**src/rtl/rx_module.sv**
```systemverilog
// UART 8N1 receiver: synchronizes the serial line, samples each bit near its centre,
// and reports every byte with a one-cycle done pulse or a one-cycle framing-error pulse.
module rx_module #(
  parameter int unsigned CLK_PER_BIT = 5208
) (
  input  logic       CLK,
  input  logic       RST_n,
  input  logic       Rx_Pin_In,
  input  logic       Rx_En_Sig,
  output logic [7:0] Rx_Data,
  output logic       Rx_Done_Sig,
  output logic       Rx_Err_Sig
);

  localparam logic [15:0] LP_HALF_M1 = 16'(CLK_PER_BIT / 2 - 1);
  localparam logic [15:0] LP_FULL_M1 = 16'(CLK_PER_BIT - 1);

  typedef enum logic [2:0] {
    S_IDLE,
    S_START,
    S_DATA,
    S_STOP,
    S_WAIT_HIGH
  } state_t;

  state_t      r_state;
  state_t      w_state_nxt;
  logic [15:0] r_timer;
  logic [2:0]  r_bit_idx;
  logic [7:0]  r_shift;
  logic [7:0]  r_rx_data;
  logic        r_done;
  logic        r_err;
  logic        r_sync1;
  logic        r_sync2;
  logic        r_sync3;
  logic [1:0]  r_warm;

  logic        w_line;
  logic        w_fall;
  logic        w_timer_half;
  logic        w_timer_full;
  logic        w_sample_data;
  logic        w_done_nxt;
  logic        w_err_nxt;

  // NOTE: the synchronizer resets to 1 (idle line level) so a reset never fakes a start edge
  // by itself; the warm-up counter additionally keeps edge detection off until r_sync3
  // holds a real line sample, so a line already low at reset release is not a start.
  always_ff @(posedge CLK or negedge RST_n) begin
    if (!RST_n) begin
      r_sync1 <= 1'b1;
      r_sync2 <= 1'b1;
      r_sync3 <= 1'b1;
      r_warm  <= 2'd0;
    end else begin
      // NOTE: non-blocking assignments make every flop sample pre-edge values, which is
      // what turns these three statements into a shift chain rather than one wire.
      r_sync1 <= Rx_Pin_In;
      r_sync2 <= r_sync1;
      r_sync3 <= r_sync2;
      if (r_warm != 2'd3) r_warm <= r_warm + 2'd1;
    end
  end

  assign w_line       = r_sync2;
  assign w_fall       = (r_warm == 2'd3) && r_sync3 && !r_sync2;
  assign w_timer_half = (r_timer == LP_HALF_M1);
  assign w_timer_full = (r_timer == LP_FULL_M1);

  always_ff @(posedge CLK or negedge RST_n) begin
    if (!RST_n) r_state <= S_IDLE;
    else        r_state <= w_state_nxt;
  end

  always_comb begin
    // NOTE: defaulting to the current state before the case keeps this block latch-free.
    w_state_nxt = r_state;
    if (!Rx_En_Sig) begin
      w_state_nxt = S_IDLE;
    end else begin
      unique case (r_state)
        S_IDLE:      if (w_fall) w_state_nxt = S_START;
        S_START:     if (w_timer_half) w_state_nxt = w_line ? S_IDLE : S_DATA;
        S_DATA:      if (w_timer_full && (r_bit_idx == 3'd7)) w_state_nxt = S_STOP;
        S_STOP:      if (w_timer_full) w_state_nxt = w_line ? S_IDLE : S_WAIT_HIGH;
        S_WAIT_HIGH: if (w_line) w_state_nxt = S_IDLE;
        default:     w_state_nxt = S_IDLE;
      endcase
    end
  end

  always_comb begin
    w_sample_data = Rx_En_Sig && (r_state == S_DATA) && w_timer_full;
    w_done_nxt    = Rx_En_Sig && (r_state == S_STOP) && w_timer_full && w_line;
    w_err_nxt     = Rx_En_Sig && (r_state == S_STOP) && w_timer_full && !w_line;
  end

  // Timer restarts on every state change and at each data-bit boundary; it saturates
  // rather than wrapping while parked in IDLE or WAIT_HIGH.
  always_ff @(posedge CLK or negedge RST_n) begin
    if (!RST_n) begin
      r_timer <= 16'd0;
    end else if ((w_state_nxt != r_state) || w_sample_data) begin
      r_timer <= 16'd0;
    end else if (r_timer != 16'hFFFF) begin
      r_timer <= r_timer + 16'd1;
    end
  end

  always_ff @(posedge CLK or negedge RST_n) begin
    if (!RST_n) begin
      r_bit_idx <= 3'd0;
      r_shift   <= 8'h00;
    end else if (r_state != S_DATA && w_state_nxt != S_STOP && r_state != S_STOP) begin
      r_bit_idx <= 3'd0;
      if (r_state == S_IDLE) r_shift <= 8'h00;
    end else if (w_sample_data) begin
      r_bit_idx <= r_bit_idx + 3'd1;
      r_shift   <= {w_line, r_shift[7:1]};
    end
  end

  always_ff @(posedge CLK or negedge RST_n) begin
    if (!RST_n) begin
      r_rx_data <= 8'h00;
      r_done    <= 1'b0;
      r_err     <= 1'b0;
    end else begin
      r_done <= w_done_nxt;
      r_err  <= w_err_nxt;
      if (w_done_nxt) r_rx_data <= r_shift;
    end
  end

  assign Rx_Data     = r_rx_data;
  assign Rx_Done_Sig = r_done;
  assign Rx_Err_Sig  = r_err;

endmodule

```
**config.mk**
```make
export PLATFORM = sky130hd
export DESIGN_NAME = rx_module
export DESIGN_NICKNAME = d
export VERILOG_FILES = /design/src/rtl/rx_module.sv
export SDC_FILE = /design/constraint.sdc
export NUM_CORES = 1
export LEC_CHECK = 0
export ABC_CLOCK_PERIOD_IN_PS = 2400
export CAP_MARGIN = 10
export CELL_PAD_IN_SITES_DETAIL_PLACEMENT = 1
export CELL_PAD_IN_SITES_GLOBAL_PLACEMENT = 2
export CORE_UTILIZATION = 36
export CTS_BUF_LIST = sky130_fd_sc_hd__clkbuf_8
export CTS_CLUSTER_DIAMETER = 150
export DETAILED_ROUTE_END_ITERATION = 12
export GPL_ROUTABILITY_DRIVEN = 1
export PLACE_DENSITY = 0.75
export SYNTH_ARGS = -nofsm -noshare
export SYNTH_HDL_FRONTEND = slang
export SYNTH_SLANG_ARGS = --single-unit
```
**constraint.sdc**
```tcl
create_clock -name CLK -period 2.4 [get_ports CLK]
set_input_delay 0.36 -clock CLK [delete_from_list [all_inputs] [get_ports CLK]]
set_output_delay 0.36 -clock CLK [all_outputs]
set_load 0.005 [all_outputs]
```
==> metrics.cfg, run 1 <==
[yosys]
yosysTopAreaCellShare=0.477
synth_area_leader_cell=dfrtp_1
ys.flop_type=dfrtp_1
synth.most_common_cell=dfrtp_1
synth-edff-count=0
yosysUniqueCellTypes=43
synth.ff_latch_count=45
synth_commonest_cells=42 x dfrtp_1, 31 x nand2_1, 22 x nand3_1
ys_seq_area_frac=0.513
synth_area_leaders=dfrtp_1 48%, nand2_1 5.3%, nand3_1 5.0%
synth_nets=224
ys_warn_count=0
syn_avg_cell_area_sq_um=10.2
synthesis.area_sq_um=2200
async_reset_ff_frac=1.00
postSynthCellCount=216

[clock_network]
clockRootBuffer=clkbuf_8
cts_resized=0
cts-buffers-inserted=5
postCtsSetupBuffers=0
holdBufCountCts=0
tritoncts=yes
clkTransAtPathRegs_ns=0.09
cts_buffer_depth=2
clock-sinks=45
htree_levels=2
insertion_delay_ns=0.30

[placed_design]
placed_cell_area_sq_um=2610
routabilityCongestion=0.801
dpl.hpwl_mm=3.84
place_ws_ns=0.110
port_buffers=13

[sta]
max-slew-margin-rel=0.608
hold_viol=0
tns_ns=0
setup_ws_ns=0.117
slew_violations=0
worst_slew_pin_slew_ns=0.588
fin_crit_sh=0.951
final.min_clock_period_ns=2.28
max_freq_mhz=438
setup_viol=0
rsz0062_at_grt=false
skew_ns=0.0128

[floorplan]
rows=28
core-area_sq_um=5920
die_area_sq_um=6430
start_util=0.372
ios=14
fp.dieW_microns=80.2
die_h_microns=80.2

[cells_and_area]
final_nets=263
drive_gt1_frac=0.207
fillers=672
area_delta_synth_final_pct=23.9
n_antenna_cell=0
design_area_sq_um=2730
post-route-util=0.461

[routing]
drtIter0Drc=80
viasPerCell=5.25
avgRoutedWirePerCell_microns=15.8
num_vias=1737
dr.pass1.iters=8
drt_wl_total_mm=5.24
ant_nets=0
drc_errors=1

[critical_path]
r2r_slack_ns=0.12
r2r_cells=5
worstPathMaxFanout=9
crit-reg2reg-launch=r_timer[11]$_DFFE_PN0P_
cp.required_ns=2.59
cp_data_arrival_time_ns=2.47
rr_endpoint=Rx_Data[1]$_DFFE_PN0P_
worstSetupPathType=reg2reg
crit_path_end_kind=flip-flop
startpoint_type=flip-flop

[hold_path]
hold_path.class=in2async

[global_routing]
grt_usage=0.186
grt_overflow=0
grt_pass1_wl_mm=9.07
grt_max_degree=46
grt_pass1_vias=1844
antenna_found_initial=0

[power]
p_per_area_nw_per_um2=587
p_leak_nw=1.19
ir_drop_uv=345

[run]
cap_violations=0

[status]
status=finished, violations left
violations=design-rule violations

placed cells by master (no fill, tap or decap), drive strengths merged:
master and instances:
nand2 31, clkinvlp 1, or3 4, clkinv 1, a21boi 2, clkdlybuf4s50 12
nor3b 2, a21oi 2, a211o 1, and2 2, a31oi 1, nor4 8
nor2 10, o21a 1, o211ai 2, nand2b 3, ha 4, nand3 22
dfrtp 42, and3 1, inv 1, nand3b 1, nor4bb 2, or4b 2
and3b 1, mux2i 2, nor4b 2, xor2 2, nor3 22, o21ai 4
mux2 10, a311oi 1, xnor2 8, nand4 5, clkbuf 5, bufinv 1
dfstp 3, buf 29, nor2b 3
critical path, cell delays in order (launching register included):
cell	delay (ns)
dfrtp_1	0.38
or4b_1	0.57
or3_1	0.41
nor4_4	0.25
buf_4	0.21
mux2_2	0.35
area by class of cell:
type	instances	area [sq um]	share of cell area
Inverter	1	3.75	0.00138
Clock buffer	5	68.8	0.0252
Tap cell	75	93.8	0.0344
Sequential cell	45	1130	0.414
Multi-Input combinational cell	161	1020	0.376
Clock inverter	3	46.3	0.0170
Timing Repair Buffer	41	360	0.132
registers in the layout, indices dropped and copies added, names as in the netlist:
register,count
Rx_Data,8
Rx_Done_Sig,1
Rx_Err_Sig,1
r_bit_idx,3
r_shift,8
r_state,3
r_sync1,1
r_sync2,1
r_sync3,1
r_timer,16
r_warm,2
how the worst max path moves through the flow:
stage                     slack (ns)                endpoint  depth (start not counted)               startpoint
after floorplan                 0.03  Rx_Data[1]$_DFFE_PN0P_                          5  r_timer[13]$_DFFE_PN0P_
after global placement          0.15  Rx_Data[5]$_DFFE_PN0P_                          5  r_timer[11]$_DFFE_PN0P_
after detailed placement        0.11  Rx_Data[1]$_DFFE_PN0P_                          5  r_timer[10]$_DFFE_PN0P_
after CTS                       0.09  Rx_Data[7]$_DFFE_PN0P_                          5  r_timer[11]$_DFFE_PN0P_
after global routing            0.02  Rx_Data[7]$_DFFE_PN0P_                          5  r_timer[10]$_DFFE_PN0P_
final                           0.12  Rx_Data[1]$_DFFE_PN0P_                          5  r_timer[11]$_DFFE_PN0P_
per-stage QoR:
step | cells | power, mW | hold WS [ns]
6_report | 331 | 1.60 | 0.132
5_1_grt | 331 | 1.68 | 0.187
3_3_place_gp | 323 | 1.02 | 0.347
4_1_cts | 331 | 1.62 | 0.162
3_5_place_dp | 323 | 1.03 | 0.354
2_1_floorplan | 216 | 0.931 | 0.0644
per-layer routing:
metal / vias to the layer above / GRT usage / share of wire
met4: 0 / 0.0429 / 0.0076
met1: 873 / 0.238 / 0.48
met5: - / 0 / 0
met3: 5 / 0.0352 / 0.016
met2: 12 / 0.325 / 0.50
li1: 847 / - / -
kinds of logic (layout without fill, tap and decap cells):
group | count (synthesis) | after routing | share of synthesized area
muxes | 12 | 12 | 0.0602
adders and majority gates | 4 | 4 | 0.0227
AOI/OAI and AO/OA | 14 | 14 | 0.0415
xor gates and xnor gates | 10 | 10 | 0.0398
DFF | 45 | 45 | 0.513
and+or+nand+nor | 121 | 121 | 0.301
buffers and inverters | 10 | 50 | 0.0216
power breakdown:
| group | switching (mW) | internal (mW) |
|---|---|---|
| logic | 0.101 | 0.0814 |
| clock network | 0.282 | 0.312 |
| registers | 0.0304 | 0.794 |
No activity file was read; power rests on OpenSTA's default activity.
==> inputs of run 2 (changes only) <==
--- a/config.mk
+++ b/config.mk
@@ -5,7 +5,7 @@
 export SDC_FILE = /design/constraint.sdc
 export NUM_CORES = 1
 export LEC_CHECK = 0
-export ABC_CLOCK_PERIOD_IN_PS = 2400
+export ABC_CLOCK_PERIOD_IN_PS = 1900
 export CAP_MARGIN = 10
 export CELL_PAD_IN_SITES_DETAIL_PLACEMENT = 1
 export CELL_PAD_IN_SITES_GLOBAL_PLACEMENT = 2
==> constraint.sdc (replaced) <==
create_clock -name CLK -period 1.9 [get_ports CLK]
set_input_delay 0.285 -clock CLK [delete_from_list [all_inputs] [get_ports CLK]]
set_output_delay 0.285 -clock CLK [all_outputs]
set_load 0.005 [all_outputs]
==> metrics.cfg, run 2 (synthesis results as in run 1) <==
[routing]
drt_wl_total_mm=5.48  ; +4.7%
num_vias=1809  ; +4.1%
drc_errors=0  ; -1
drtIter0Drc=74  ; -7.5%
ant_nets=0  ; unchanged
avgRoutedWirePerCell_microns=15.8  ; +0.16%
viasPerCell=5.23  ; -0.37%
dr.pass1.iters=4  ; -4

[floorplan]
fp.dieW_microns=80.2  ; unchanged
start_util=0.372  ; unchanged
rows=28  ; unchanged
die_area_sq_um=6430  ; unchanged
core-area_sq_um=5920  ; unchanged
ios=14  ; unchanged
die_h_microns=80.2  ; unchanged

[sta]
fin_hold_ws_ns=0.352  ; +0.220 ns
hold_viol=0  ; unchanged
slew_violations=0  ; unchanged
setup_viol=38  ; +38
rsz0062_at_grt=true
setup_ws_ns=-0.212  ; -0.329 ns
fin_crit_sh=1.11  ; +0.160
final.min_clock_period_ns=2.11  ; -0.171 ns
max_freq_mhz=473  ; +8.1%
max-slew-margin-rel=0.695  ; +0.0867
skew_ns=0.0134  ; +0.000555 ns
worst_slew_pin_slew_ns=0.451  ; -0.136 ns

[power]
ir_drop_uv=369  ; +6.9%
p_leak_nw=1.30  ; +8.7%
p_per_area_nw_per_um2=635  ; +8.3%

[global_routing]
grt_usage=0.186  ; about the same
grt_overflow=0  ; unchanged
grt_pass1_vias=1804  ; -2.2%
antenna_found_initial=0  ; unchanged
grt_max_degree=19  ; -59%
grt_pass1_wl_mm=9.11  ; +0.53%

[critical_path]
slowest_delay_ns=0.54  ; -0.03 ns
timing.critical_path.cells=or4b_4 -> or3_4 -> nor4_4 -> buf_12 -> mux2_4
r2r_slack_ns=-0.21  ; -0.33 ns
startpoint_type=flip-flop
worstPathMaxFanout=9  ; unchanged
cp.required_ns=2.10  ; -0.49 ns
worstSetupPathType=reg2reg
crit_path_end_kind=flip-flop
rr_endpoint=Rx_Data[5]$_DFFE_PN0P_
critPathSlowestCell=or4b_4
crit-reg2reg-launch=r_timer[11]$_DFFE_PN0P_
cp_data_arrival_time_ns=2.31  ; -0.16 ns
r2r_cells=5  ; unchanged

[placed_design]
port_buffers=13  ; unchanged
routabilityCongestion=0.797  ; -0.45%
dpl.hpwl_mm=3.97  ; +3.5%

[clock_network]
htree_levels=2  ; unchanged
cts-buffers-inserted=5  ; unchanged
clkTransAtPathRegs_ns=0.10  ; about the same
clockRootBuffer=clkbuf_8
cts_buffer_depth=2  ; unchanged
tritoncts=yes
clock-sinks=45  ; unchanged
insertion_delay_ns=0.30  ; about the same

[cells_and_area]
final_nets=278  ; +5.7%
top_register=r_timer
n_antenna_cell=0  ; unchanged
area_delta_synth_final_pct=34.8
layout_common_cells=42 x dfrtp_1, 35 x buf_4, 30 x nand2_1
drive_gt1_frac=0.299  ; +0.0919
final_common_cell=dfrtp_1
post-route-util=0.501  ; +0.0406
fillers=656  ; -2.4%
largest_register_ffs=16  ; unchanged

[status]
status=finished, violations left
violations=negative setup slack

[hold_path]
whs_path_depth=0
hold-path-endpoint=r_sync2$_DFF_PN1_
hp-start=r_sync1$_DFF_PN1_
hold_path.class=reg2reg

[run]
cap_violations=0  ; unchanged

==> run 2: changes by cell type in the layout (fill, tap and decap cells not counted), moves of 2 or more <==
| cell | before | now |
|---|---|---|
| buf_4 | 26 | 35 |
| mux2_4 | 0 | 9 |
| mux2_2 | 8 | 1 |
| buf_6 | 0 | 3 |
| nor4_1 | 5 | 2 |
| buf_12 | 2 | 4 |
| mux2_1 | 2 | 0 |
| nor3_1 | 21 | 19 |
| nor4_2 | 2 | 4 |
| or4b_1 | 2 | 0 |
| or4b_4 | 0 | 2 |
==> run 2: what timing repair did <==
action,4_1_cts,5_1_grt
hold endpoints to repair,13,0
gates resized for setup,17,7
endpoints found under the setup margin,38,39
hold buffers,1,0
pin swaps,0,3
setup buffers,1,2
==> run 2: metal layers <==
metal,up-vias,global-route usage,wire length [microns]
met5,-,0,0
met2,16,0.321,2810
met1,910,0.242,2570
met3,0,0.0375,104
li1,883,-,-
met4,0,0.0375,0
==> run 2: through the flow <==
stage | power (mW) | worst slack (ns) | TNS [ns] | instance area, sq um | std cells
final | 1.89 | -0.212 | -6.48 | 2970 | 346
after floorplan | 1.18 | -0.327 | -7.12 | 2220 | 216
after CTS | 1.92 | -0.216 | -6.37 | 2920 | 344
after global placement | 1.29 | -0.169 | -4.36 | 2740 | 334
after global routing | 2.00 | -0.274 | -9.45 | 2970 | 346
after detailed placement | 1.30 | -0.231 | -6.80 | 2740 | 334
==> run 2: critical path: cells and delay by family (launching register included) <==
family / cells / cell delay, ns
flip-flops: 1 / 0.39
multiplexers: 1 / 0.31
AND/OR/NAND/NOR: 3 / 1.13
buffers and inverters: 1 / 0.18
==> run 2: how the worst max path moves through the flow <==
stage	start	to	slack [ns]	depth (start not counted)
after floorplan	r_timer[13]$_DFFE_PN0P_	Rx_Data[1]$_DFFE_PN0P_	-0.33	5
after global placement	r_timer[11]$_DFFE_PN0P_	Rx_Data[6]$_DFFE_PN0P_	-0.17	5
final	r_timer[11]$_DFFE_PN0P_	Rx_Data[5]$_DFFE_PN0P_	-0.21	5
after CTS	r_timer[11]$_DFFE_PN0P_	Rx_Data[5]$_DFFE_PN0P_	-0.22	5
after detailed placement	r_timer[11]$_DFFE_PN0P_	r_state[0]$_DFF_PN0_	-0.23	7
after global routing	r_timer[11]$_DFFE_PN0P_	Rx_Data[5]$_DFFE_PN0P_	-0.27	5
==> run 2: layout make-up <==
class / count / area [sq um] / share of cell area
multi-input cells: 161 / 1130 / 0.382
flip-flops and latches: 45 / 1130 / 0.381
repair buffers: 56 / 512 / 0.172
well taps: 75 / 93.8 / 0.0316
clock buffers: 5 / 68.8 / 0.0232
clock inverters: 3 / 25.0 / 0.00843
inverters: 1 / 3.75 / 0.00126
==> run 2: power by group <==
group	switching [mW]	internal (mW)	total, mW
Sequential	0.0430	1.00	1.05
Clock	0.340	0.265	0.605
Combinational	0.125	0.109	0.234
Total	0.508	1.38	1.89
